File: src/rtl/fetch_sequencer_pkg.sv
// Shared constants, state encoding and helpers for the instruction fetch sequencer.
package fetch_sequencer_pkg;

    // Default geometry of the instruction memory and program.
    localparam int FS_ADDR_W   = 5;
    localparam int FS_INSTR_W  = 16;
    localparam int FS_OPC_W    = 5;
    localparam int FS_LAST_ADR = 19;

    // Instruction field slices: opcode in the top five bits, jump target just below.
    localparam int FS_OPC_MSB = 15;
    localparam int FS_OPC_LSB = 11;
    localparam int FS_TGT_MSB = 10;
    localparam int FS_TGT_LSB = 6;

    // Opcodes the sequencer needs to recognise.
    localparam logic [FS_OPC_W-1:0] FS_OP_JUMP = 5'b10010;
    localparam logic [FS_OPC_W-1:0] FS_OP_NOP  = 5'b00000;

    // Sequencer states.
    typedef enum logic [1:0] {
        ST_IDLE  = 2'd0,
        ST_FETCH = 2'd1,
        ST_ISSUE = 2'd2,
        ST_HALT  = 2'd3
    } fs_state_e;

    // Retired-instruction counter increment that sticks at all-ones.
    function automatic logic [15:0] sat_inc16(input logic [15:0] v);
        return (v == 16'hFFFF) ? v : v + 16'd1;
    endfunction

endpackage

File: src/rtl/fetch_sequencer.sv
// Program counter and fetch controller: addresses the instruction memory,
// latches the returned word, resolves unconditional jumps locally and hands
// every other instruction to execute over a valid/ack handshake.
module fetch_sequencer
    import fetch_sequencer_pkg::*;
#(
    parameter int                  ADDR_W   = FS_ADDR_W,
    parameter int                  INSTR_W  = FS_INSTR_W,
    parameter int                  LAST_ADR = FS_LAST_ADR,
    parameter bit                  WRAP     = 1'b0,
    parameter logic [FS_OPC_W-1:0] OP_JUMP  = FS_OP_JUMP
) (
    input  logic               clk,
    input  logic               rst,
    input  logic               start,
    input  logic [INSTR_W-1:0] instruction,
    output logic [ADDR_W-1:0]  instruction_adr,
    output logic [INSTR_W-1:0] ir,
    output logic               ir_valid,
    input  logic               exec_ack,
    input  logic               redirect_valid,
    input  logic [ADDR_W-1:0]  redirect_adr,
    output logic [ADDR_W-1:0]  pc,
    output logic               halted,
    output logic [15:0]        retired
);

    localparam logic [ADDR_W-1:0] LAST_PC = ADDR_W'(LAST_ADR);
    localparam logic [ADDR_W-1:0] PC_ONE  = ADDR_W'(1);

    fs_state_e          state_q, state_d;
    logic [ADDR_W-1:0]  pc_q, pc_d;
    logic [INSTR_W-1:0] ir_q, ir_d;
    logic               ir_valid_q, ir_valid_d;
    logic [15:0]        retired_q, retired_d;

    logic [FS_OPC_W-1:0] opcode;
    logic [ADDR_W-1:0]   jump_target;
    logic                is_jump;
    logic                at_last;

    // Decode the word currently returned by memory for the address in pc.
    always_comb begin
        opcode      = instruction[FS_OPC_MSB:FS_OPC_LSB];
        jump_target = instruction[FS_TGT_MSB:FS_TGT_LSB];
        is_jump     = (opcode == OP_JUMP);
        at_last     = (pc_q == LAST_PC);
    end

    // Next-state and datapath update; every register holds unless a state moves it.
    always_comb begin
        state_d    = state_q;
        pc_d       = pc_q;
        ir_d       = ir_q;
        ir_valid_d = ir_valid_q;
        retired_d  = retired_q;

        unique case (state_q)
            ST_IDLE: begin
                if (start) begin
                    state_d = ST_FETCH;
                end
            end

            ST_FETCH: begin
                ir_d = instruction;
                if (is_jump) begin
                    // Jumps are consumed here and never reach execute; a jump to
                    // itself simply refetches the same word forever.
                    pc_d = jump_target;
                end else begin
                    state_d    = ST_ISSUE;
                    ir_valid_d = 1'b1;
                end
            end

            ST_ISSUE: begin
                if (exec_ack) begin
                    ir_valid_d = 1'b0;
                    retired_d  = sat_inc16(retired_q);
                    if (redirect_valid) begin
                        // A taken branch wins even on the final program word.
                        pc_d    = redirect_adr;
                        state_d = ST_FETCH;
                    end else if (at_last) begin
                        if (WRAP) begin
                            pc_d    = '0;
                            state_d = ST_FETCH;
                        end else begin
                            state_d = ST_HALT;
                        end
                    end else begin
                        pc_d    = pc_q + PC_ONE;
                        state_d = ST_FETCH;
                    end
                end
            end

            ST_HALT: begin
                ir_valid_d = 1'b0;
            end

            default: begin
                state_d    = ST_IDLE;
                ir_valid_d = 1'b0;
            end
        endcase
    end

    // State and datapath registers; reset clears everything, including ir.
    always_ff @(posedge clk) begin
        if (rst) begin
            state_q    <= ST_IDLE;
            pc_q       <= '0;
            ir_q       <= '0;
            ir_valid_q <= 1'b0;
            retired_q  <= 16'h0000;
        end else begin
            state_q    <= state_d;
            pc_q       <= pc_d;
            ir_q       <= ir_d;
            ir_valid_q <= ir_valid_d;
            retired_q  <= retired_d;
        end
    end

    // Memory is combinational, so the address is simply the current pc.
    always_comb begin
        instruction_adr = pc_q;
        pc              = pc_q;
        ir              = ir_q;
        ir_valid        = ir_valid_q;
        halted          = (state_q == ST_HALT);
        retired         = retired_q;
    end

endmodule
File: config.mk
export PLATFORM = sky130hd
export DESIGN_NAME = fetch_sequencer
export DESIGN_NICKNAME = d
export VERILOG_FILES = /design/src/rtl/fetch_sequencer_pkg.sv /design/src/rtl/fetch_sequencer.sv
export SDC_FILE = /design/constraint.sdc
export NUM_CORES = 1
export LEC_CHECK = 0
export BUFFER_PORTS_ARGS = -buffer_cell sky130_fd_sc_hd__buf_2
export CORE_MARGIN = 1
export CORE_UTILIZATION = 35
export CTS_CLUSTER_SIZE = 14
export DETAILED_ROUTE_END_ITERATION = 8
export SLEW_MARGIN = 20
export SYNTH_ARGS = -nofsm -noshare
export SYNTH_HDL_FRONTEND = slang
export SYNTH_SLANG_ARGS = --single-unit
File: constraint.sdc
create_clock -name clk -period 2.3 [get_ports clk]
set_input_delay 0.23 -clock clk [delete_from_list [all_inputs] [get_ports clk]]
set_output_delay 0.23 -clock clk [all_outputs]
set_load 0.01 [all_outputs]
== Yosys cells after proc, flatten, opt, wreduce, memory -nomap -nowiden ==
Index checks and enable logic that the tools add are counted.

* Add/sub/neg operators: 2
* Multiply operators: 0
* Div/mod/pow operators: 0
* Magnitude comparators: 0
* Eq/ne operators: 11
* Shifts and indexed selects: 0
* Mux-type cells: 14
* Bitwise operators: 1
* Reductions and logical operators: 8

{| class="wikitable"
|+ Operators by type and width
! kind !! number
|-
| $mux W5 || 4
|-
| $add A16 B1 Y16 const B || 1
|-
| $eq A16 B16 Y1 const B || 1
|-
| $eq A5 B5 Y1 const B || 2
|-
| $mux W2 || 5
|-
| $pmux W5 S2 || 1
|-
| $ne A2 B2 Y1 const B || 4
|-
| $reduce_and A4 Y1 || 2
|-
| $pmux W2 S3 || 1
|-
| $reduce_and A3 Y1 || 2
|-
| $reduce_bool A3 Y1 || 2
|-
| $add A5 B1 Y5 const B || 1
|-
| $eq A2 B2 Y1 const B || 2
|-
| $ne A3 B3 Y1 const B || 1
|-
| $pmux W1 S3 || 1
|-
| $eq A2 B1 Y1 const B || 1
|-
| $logic_not A2 Y1 || 1
|-
| $mux W1 || 2
|-
| $reduce_bool A2 Y1 || 1
|-
| $not A1 Y1 || 1
|}

* Register bits: 40
* Latch bits: 0
* RAM bits: 0
* Bits in read-only memories: 0
* Bits of input ports: 26
* Output and inout bits: 44
* Logic and storage cells: 41
* Memories: 0

== Depth between registers and ports, before layout ==
Gate-level depths: netlist (run 1).

* Depth after elaboration: 5
* Mapped depth: 7
* Gate-level depth less buffers: 6

== Worst setup path after synthesis (run 1) ==
No wires, ideal clock.

* Path type: reg-to-reg
* Start point: register state_q[0]
* End point: register retired_q[9] (netlist: retired[9])
* Library setup time: 0.121 ns
* Arrival: 1.737 ns
* Data required time: 2.179 ns
* Slack: 0.442 ns
* Stages on the path, launching flop included: 7
* Path buffers: 0
* Period minus slack after synthesis: 1.858 ns
* Cell sequence: dfxtp_1 inv_1 ha_1 nand4_1 or2_2 a211oi_1 mux2_2

* Longest elaborated chain between the ends: 2

{| class="wikitable"
|+ RTL lines
! element !! RTL line !! RTL
|-
| from (decl) || fetch_sequencer.sv:31 || <nowiki>fs_state_e state_q, state_d;</nowiki>
|-
| from (signal assigned) || fetch_sequencer.sv:119 || <nowiki>state_q <= state_d;</nowiki>
|-
| $eq A2 B2 Y1 || fetch_sequencer.sv:58 || <nowiki>unique case (state_q)</nowiki>
|-
| $reduce_and A3 Y1 (no source line) || - ||
|-
| to (signal assigned) || fetch_sequencer.sv:123 || <nowiki>retired_q <= retired_d;</nowiki>
|-
| to (decl) || fetch_sequencer.sv:35 || <nowiki>logic [15:0] retired_q, retired_d;</nowiki>
|}

No other way between the ends.
A chain may end at the register's enable or synchronous reset.

== Final worst setup path (run 1) ==
Same ends and word-level chain as after synthesis.

==> results of run 1 <==
-- logic make-up after synthesis --
kind of cell	after synthesis
compound gates	55
xor+xnor	3
fa+ha+maj	7
buf+inv	23
flops	40
mux	21
simple gates	84
-- stage by stage --
stage | hold slack, ns | setup WS (ns)
after floorplan | 0.377 | 0.442
after global placement | 0.464 | 0.308
after detailed placement | 0.474 | 0.237
after CTS | 0.162 | 0.207
after global routing | 0.183 | 0.0349
final | 0.170 | 0.211
-- sequential cells by signal, summed over array words and instances, names as in the netlist --
name             cells
retired             16
instruction_adr      5
ir                  16
ir_valid             1
state_q              2
-- worst reg2reg max path, stage by stage, from the launching register on --
cell and delay [ns]:
sky130_fd_sc_hd__dfxtp_1 0.36, sky130_fd_sc_hd__inv_1 0.10, sky130_fd_sc_hd__ha_1 0.29, sky130_fd_sc_hd__nand4_1 0.25, sky130_fd_sc_hd__or2_2 0.38, sky130_fd_sc_hd__a211oi_1 0.26
sky130_fd_sc_hd__mux2_2 0.36
-- cells in the final DEF, fill, tap and decap left out, drive strengths merged, types with 2 or more instances in the layout --
cell type,count
o21ai,9
mux2i,17
nand3,9
nor4b,2
or4,4
inv,7
o211ai,4
a21oi,20
nor3,2
ha,7
clkbuf,5
and4,2
and2,4
or2,2
o41ai,2
nor4,3
nand4,5
buf,75
nand2b,6
nor2b,6
or3,5
nand2,9
a211oi,3
xnor2,3
mux2,4
dfxtp,40
o31ai,7
nor2,23
a311oi,3
-- final cells by class --
cell class	instances	area share [%]
clock inverters	3	1.64
well taps	72	3.48
inverters	7	1.02
repair buffers	75	15.1
flip-flops and latches	40	31.0
clock buffers	5	2.66
multi-input cells	170	45.1
-- power by group --
group | leakage (nW) | internal, W | switching (W) | total, W
clock | 0.0541 | 0.000321 | 0.000258 | 0.000579
combinational | 0.718 | 0.000107 | 0.000120 | 0.000227
sequential | 0.325 | 0.000726 | 0.0000225 | 0.000748
-- how the worst max path moves through the flow --
stage                     startpoint    endpoint  slack [ns]
after floorplan           state_q[0]  retired[9]        0.44
after global routing      state_q[0]  retired[9]        0.03
final                     state_q[0]  retired[9]        0.21
after detailed placement  state_q[0]  retired[9]        0.24
after CTS                 state_q[0]  retired[9]        0.21
after global placement    state_q[0]  retired[9]        0.31
-- routing by layer --
metal | wire (um) | share of wire, % | track usage, % | vias up
li1 | - | - | - | 980
met5 | 0 | 0 | 0 | -
met3 | 348 | 7.1 | 5.17 | 7
met2 | 2220 | 45 | 27.4 | 65
met4 | 51 | 1.0 | 5.45 | 0
met1 | 2290 | 47 | 21.4 | 845
==> results.txt, run 1 <==
----------------------------------------------------
[Hold path]
  Critical hold path startpoint ... instruction[5]
  Hold endpoint ... ir[5]
  Number of cells traversed by the worst hold path ... 3
  Class of the worst hold path ... in -> reg

[Timing]
  Worst-case clock skew ... 0.00284 ns
  Finish-stage setup viols ... 0
  TNS Setup ... 0 ns
  Slew @ Worst Pin ... 0.546 ns
  Setup repair after global routing missed its margin ... no
  Final critical-path required period ... 2.09 ns
  Hold violation total from the final report ... 0
  Maximum operating frequency ... 479 MHz
  Worst-case headroom to the max-slew limit ... 63.1%
  Final-report max-slew violation count ... 0
  Share of the clock period used by the worst path ... 90.8%

[Critical path]
  Arrival @ worst endpoint ... 2.28 ns
  FF-to-FF End ... retired[9]
  Critical register-to-register path startpoint ... state_q[0]
  Critical Path Stages ... 6
  Worst-path cell with the longest stage delay ... sky130_fd_sc_hd__or2_2
  Critical Path End Type ... flip-flop
  Worst-case reg-to-reg path depth ... 6
  Required time reported for the critical path endpoint ... 2.49 ns
  Cells traversed along the worst timing path ... inv_1 -> ha_1 -> nand4_1 -> or2_2 -> a211oi_1 -> mux2_2
  Worst Setup Path Type ... reg -> reg
  Worst path max stage delay ... 0.38 ns
  Startpoint Class ... flip-flop
  Cell family with most CP delay ... simple AND/OR/NAND/NOR gates
  Flop2flop setup slack ... 0.21 ns
  Number of buffer and inverter instances along the worst setup path ... 1
  Maximum fanout encountered on the critical timing path ... 6

[Pwr]
  Final Power ... 0.00155 W
  Worst VDD drop ... 0.000300 V
  Leak ... 1.10 nW
  Power Dens Cells ... 601 mW/mm2

[Synthesis]
  Synthesized instance count ... 233
  Top_reg_cell synth ... sky130_fd_sc_hd__dfxtp_1
  EDFF count, synth ... 0
  Syn Std Cell Area ... 0.00209 mm2
  Post-synthesis mux area share ... 10.3%
  Largest family of logic cells by synthesized area ... simple AND/OR/NAND/NOR gates
  Most used standard cells in the synthesized netlist ... 40 x sky130_fd_sc_hd__dfxtp_1, 23 x sky130_fd_sc_hd__nor2_1, 20 x sky130_fd_sc_hd__a21oi_1
  Synthesized netlist net count ... 266
  Fraction of synthesized cell area in xor and xnor cells ... 1.26%
  Count of synthesis-stage warnings from yosys ... 0
  Register area share after synthesis ... 38.3%
  Flop and latch count out of synthesis ... 40
  Avg Cell Area, Syn ... 8.98 um2
  Compound-cell area share of the yosys netlist ... 17.0%
  Yosys cell types ... 48
  Adder and majority cell fraction of the synthesized area ... 4.18%
  Top cells by area in the synthesized netlist ... sky130_fd_sc_hd__dfxtp_1 38%, sky130_fd_sc_hd__mux2i_1 8.1%, sky130_fd_sc_hd__a21oi_1 4.8%
  Share of synthesized flip-flops with an asynchronous set or reset ... 0%
  Post-synth top area cell ... sky130_fd_sc_hd__dfxtp_1
  Simple-gate area share of the yosys netlist ... 23.0%
  Most used standard cell by instance count after synthesis ... sky130_fd_sc_hd__dfxtp_1
  Area share of the largest cell type after synthesis ... 38.3%

[Route]
  Routed Antenna Nets ... 0
  Ratio of routed vias to standard cells ... 5.10
  Total wire length ... 4.91 mm
  Detail-routed net length per standard cell ... 13.2 um
  Remaining DRCs ... 0
  Count of TritonRoute iterations in the first routing pass ... 4
  Via total after detailed routing ... 1897
  Starting DRC count in detailed routing ... 88

[CTS]
  Maximum clock insertion buffer count ... 2
  CTS tree ... yes
  Number of gates resized after CTS ... 0
  Post-CTS setup repair buffer count ... 0
  Clk sinks ... 40
  Clock transition at path regs ... 0.08 ns
  Clock root buffer ... sky130_fd_sc_hd__clkbuf_8
  Worst-skew pair later-pin latency ... 0.29 ns
  Post-CTS Hold Buffers ... 0
  CTS buffer count ... 5
  H-Tree Depth ... 2

[Global routing]
  Total congestion overflow ... 0
  Via count of the first global-routing pass ... 1846
  Global router's overall resource usage ... 17.0%
  Antenna violations before repair ... 0
  Global-route wire length before repair ... 8.47 mm
  Pin count of the biggest net entering global routing ... 33

[Floorplanning]
  Number of top-level pins ... 70
  Die width ... 79.3 um
  Vertical die dimension ... 79.3 um
  CORE AREA ... 0.00564 mm2
  Effective utilization at floorplan ... 37.1%
  Row count ... 27
  Area enclosed by the die boundary ... 0.00629 mm2

[Cells and area]
  Layout cell share with drive strength beyond 1 ... 32.0%
  Number of antenna diodes ... 0
  Layout Nets ... 332
  Fill cell instance count of the final layout ... 574
  Area of all sequential standard cells ... 801 um2
  Final Non-Filler Cells ... 372
  Final core utilization ... 45.8%
  Multi-input gate area ... 0.00117 mm2
  Total non-filler cell area in the finished layout ... 0.00259 mm2
  Area added between synthesis and finish ... 23.6%

[Place]
  Post-DP HPWL ... 3.58 mm
  Final weighted congestion in routability-driven placement ... 0.806
  Count of placed standard cells including taps ... 364
  Count of input and output buffers ... 69
  Area after DPL ... 0.00247 mm2

[Run]
  Maximum capacitance violations ... 0

[Status]
  Status ... complete, no violations

----------------------------------------------------
Power figures use the tool's default switching activity.
==> run 2: changes to the inputs <==
==> constraint.sdc (replaced) <==
create_clock -name clk -period 2.3 [get_ports clk]
set_input_delay 0 -clock clk [delete_from_list [all_inputs] [get_ports clk]]
set_output_delay 0 -clock clk [all_outputs]
set_load 0.01 [all_outputs]
==> results.txt, run 2 (synthesis results as in run 1) <==
----------------------------------------------------
[Timing]
  TNS Setup ... 0 ns
  Setup repair after global routing missed its margin ... no
  Finish-stage setup viols ... 0
  Hold violation total from the final report ... 0
  Final critical-path required period ... 2.08 ns
  Maximum operating frequency ... 481 MHz
  Final-report max-slew violation count ... 0
  Share of the clock period used by the worst path ... 90.4%
  Worst-case headroom to the max-slew limit ... 58.7%
  Slew @ Worst Pin ... 0.619 ns
  Worst-case clock skew ... 0.00819 ns

[Global routing]
  Total congestion overflow ... 0
  Via count of the first global-routing pass ... 1813
  Global-route wire length before repair ... 8.45 mm
  Global router's overall resource usage ... 17.4%
  Antenna violations before repair ... 0
  Pin count of the biggest net entering global routing ... 36

[Pwr]
  Leak ... 1.15 nW
  Worst VDD drop ... 0.000423 V
  Power Dens Cells ... 543 mW/mm2
  Final Power ... 0.00147 W

[Route]
  Remaining DRCs ... 0
  Via total after detailed routing ... 2012
  Routed Antenna Nets ... 0
  Count of TritonRoute iterations in the first routing pass ... 4
  Total wire length ... 5.10 mm
  Starting DRC count in detailed routing ... 71
  Ratio of routed vias to standard cells ... 5.20
  Detail-routed net length per standard cell ... 13.2 um

[Critical path]
  FF-to-FF End ... retired[9]
  Maximum fanout encountered on the critical timing path ... 6
  Worst-path cell with the longest stage delay ... sky130_fd_sc_hd__or2_2
  Worst Setup Path Type ... reg -> reg
  Arrival @ worst endpoint ... 2.27 ns
  Flop2flop setup slack ... 0.22 ns
  Critical register-to-register path startpoint ... state_q[0]
  Startpoint Class ... flip-flop
  Worst-case reg-to-reg path depth ... 6
  Number of buffer and inverter instances along the worst setup path ... 1
  Required time reported for the critical path endpoint ... 2.49 ns
  Cells traversed along the worst timing path ... inv_1 -> ha_1 -> nand4_1 -> or2_2 -> a211oi_1 -> mux2_2
  Cell family with most CP delay ... simple AND/OR/NAND/NOR gates
  Worst path max stage delay ... 0.37 ns
  Critical Path End Type ... flip-flop

[Hold path]
  Critical hold path startpoint ... instruction[12]
  Hold endpoint ... ir[12]
  Number of cells traversed by the worst hold path ... 4
  Class of the worst hold path ... in -> reg

[Cells and area]
  Layout cell share with drive strength beyond 1 ... 30.5%
  Most common cell after layout, fill and taps aside ... sky130_fd_sc_hd__buf_2
  Area added between synthesis and finish ... 29.6%
  Most used cells in the layout excluding fill and tap cells ... 69 x sky130_fd_sc_hd__buf_2, 40 x sky130_fd_sc_hd__dfxtp_1, 23 x sky130_fd_sc_hd__nor2_1
  Number of antenna diodes ... 0
  Layout Nets ... 347

[Place]
  Final weighted congestion in routability-driven placement ... 0.798
  Post-DP HPWL ... 3.57 mm
  Count of input and output buffers ... 69

[Run]
  Maximum capacitance violations ... 0

[Floorplanning]
  Row count ... 27
  Effective utilization at floorplan ... 37.1%
  Vertical die dimension ... 79.3 um
  Number of top-level pins ... 70
  Area enclosed by the die boundary ... 0.00629 mm2
  CORE AREA ... 0.00564 mm2
  Die width ... 79.3 um

[CTS]
  Post-CTS setup repair buffer count ... 0
  CTS buffer count ... 5
  Clock transition at path regs ... 0.08 ns
  Clk sinks ... 40
  CTS tree ... yes
  Maximum clock insertion buffer count ... 2
  Worst-skew pair later-pin latency ... 0.30 ns
  H-Tree Depth ... 2
  Clock root buffer ... sky130_fd_sc_hd__clkbuf_8

[Status]
  Status ... complete, no violations

----------------------------------------------------
-- run 2: changes by cell type in the layout (fill, tap and decap cells not counted), sizes merged --
cell and change:
bufinv -1, clkinv +2, clkinvlp -1, dlygate4sd3 +15
-- run 2: report_power, final --
part           switching [W]  total, W  internal (W)
sequential         0.0000229  0.000749      0.000726
clock               0.000263  0.000474      0.000212
combinational       0.000127  0.000250      0.000123
total               0.000412   0.00147       0.00106
-- run 2: worst reg2reg max path, delay by kind of cell (launching register included) --
family	cells	cell delay, ns
buf+inv	1	0.10
compound gates	1	0.26
simple gates	2	0.61
flops	1	0.36
mux	1	0.36
fa+ha+maj	1	0.29
-- run 2: cell type report --
cell class / count / area, um2
Fill cell: 564 / 2930
Inverter: 7 / 26.3
Multi-Input combinational cell: 170 / 1170
Clock buffer: 5 / 68.8
Tap cell: 72 / 90.1
Clock inverter: 3 / 18.8
Timing Repair Buffer: 90 / 541
Sequential cell: 40 / 801
-- run 2: worst max path at each step --
stage	startpoint	end	slack, ns	cells after the start
after floorplan	state_q[0]	retired[9]	0.44	6
after global placement	state_q[0]	retired[9]	0.30	6
after detailed placement	state_q[0]	retired[9]	0.26	6
after CTS	state_q[0]	retired[9]	0.23	6
after global routing	state_q[0]	retired[9]	0.07	6
final	state_q[0]	retired[9]	0.22	6
-- run 2: metrics by stage --
step	hold WS [ns]	utilization [%]	setup slack [ns]	std cells	area, um2
4_1_cts	0.0812	48.1	0.231	387	2710
3_3_place_gp	0.234	43.9	0.300	364	2470
6_report	0.105	48.1	0.221	387	2710
5_1_grt	0.138	48.1	0.0723	387	2710
3_5_place_dp	0.247	43.9	0.258	364	2470
2_1_floorplan	0.147	-	0.442	233	2090
-- run 2: routing by layer --
metal | routed length [um] | share of wire [%] | GRT usage (%)
met1 | 2200 | 43 | 20.5
met2 | 2420 | 47 | 28.2
met3 | 392 | 7.7 | 5.75
met4 | 90 | 1.8 | 8.18
met5 | 0 | 0 | 0
-- run 2: timing repair --
| item | in CTS | in global routing |
|---|---|---|
| resized for setup | 0 | 0 |
| endpoints found under the setup margin | 0 | 0 |
| hold endpoints to repair | 15 | 0 |
| hold buffers | 15 | 0 |
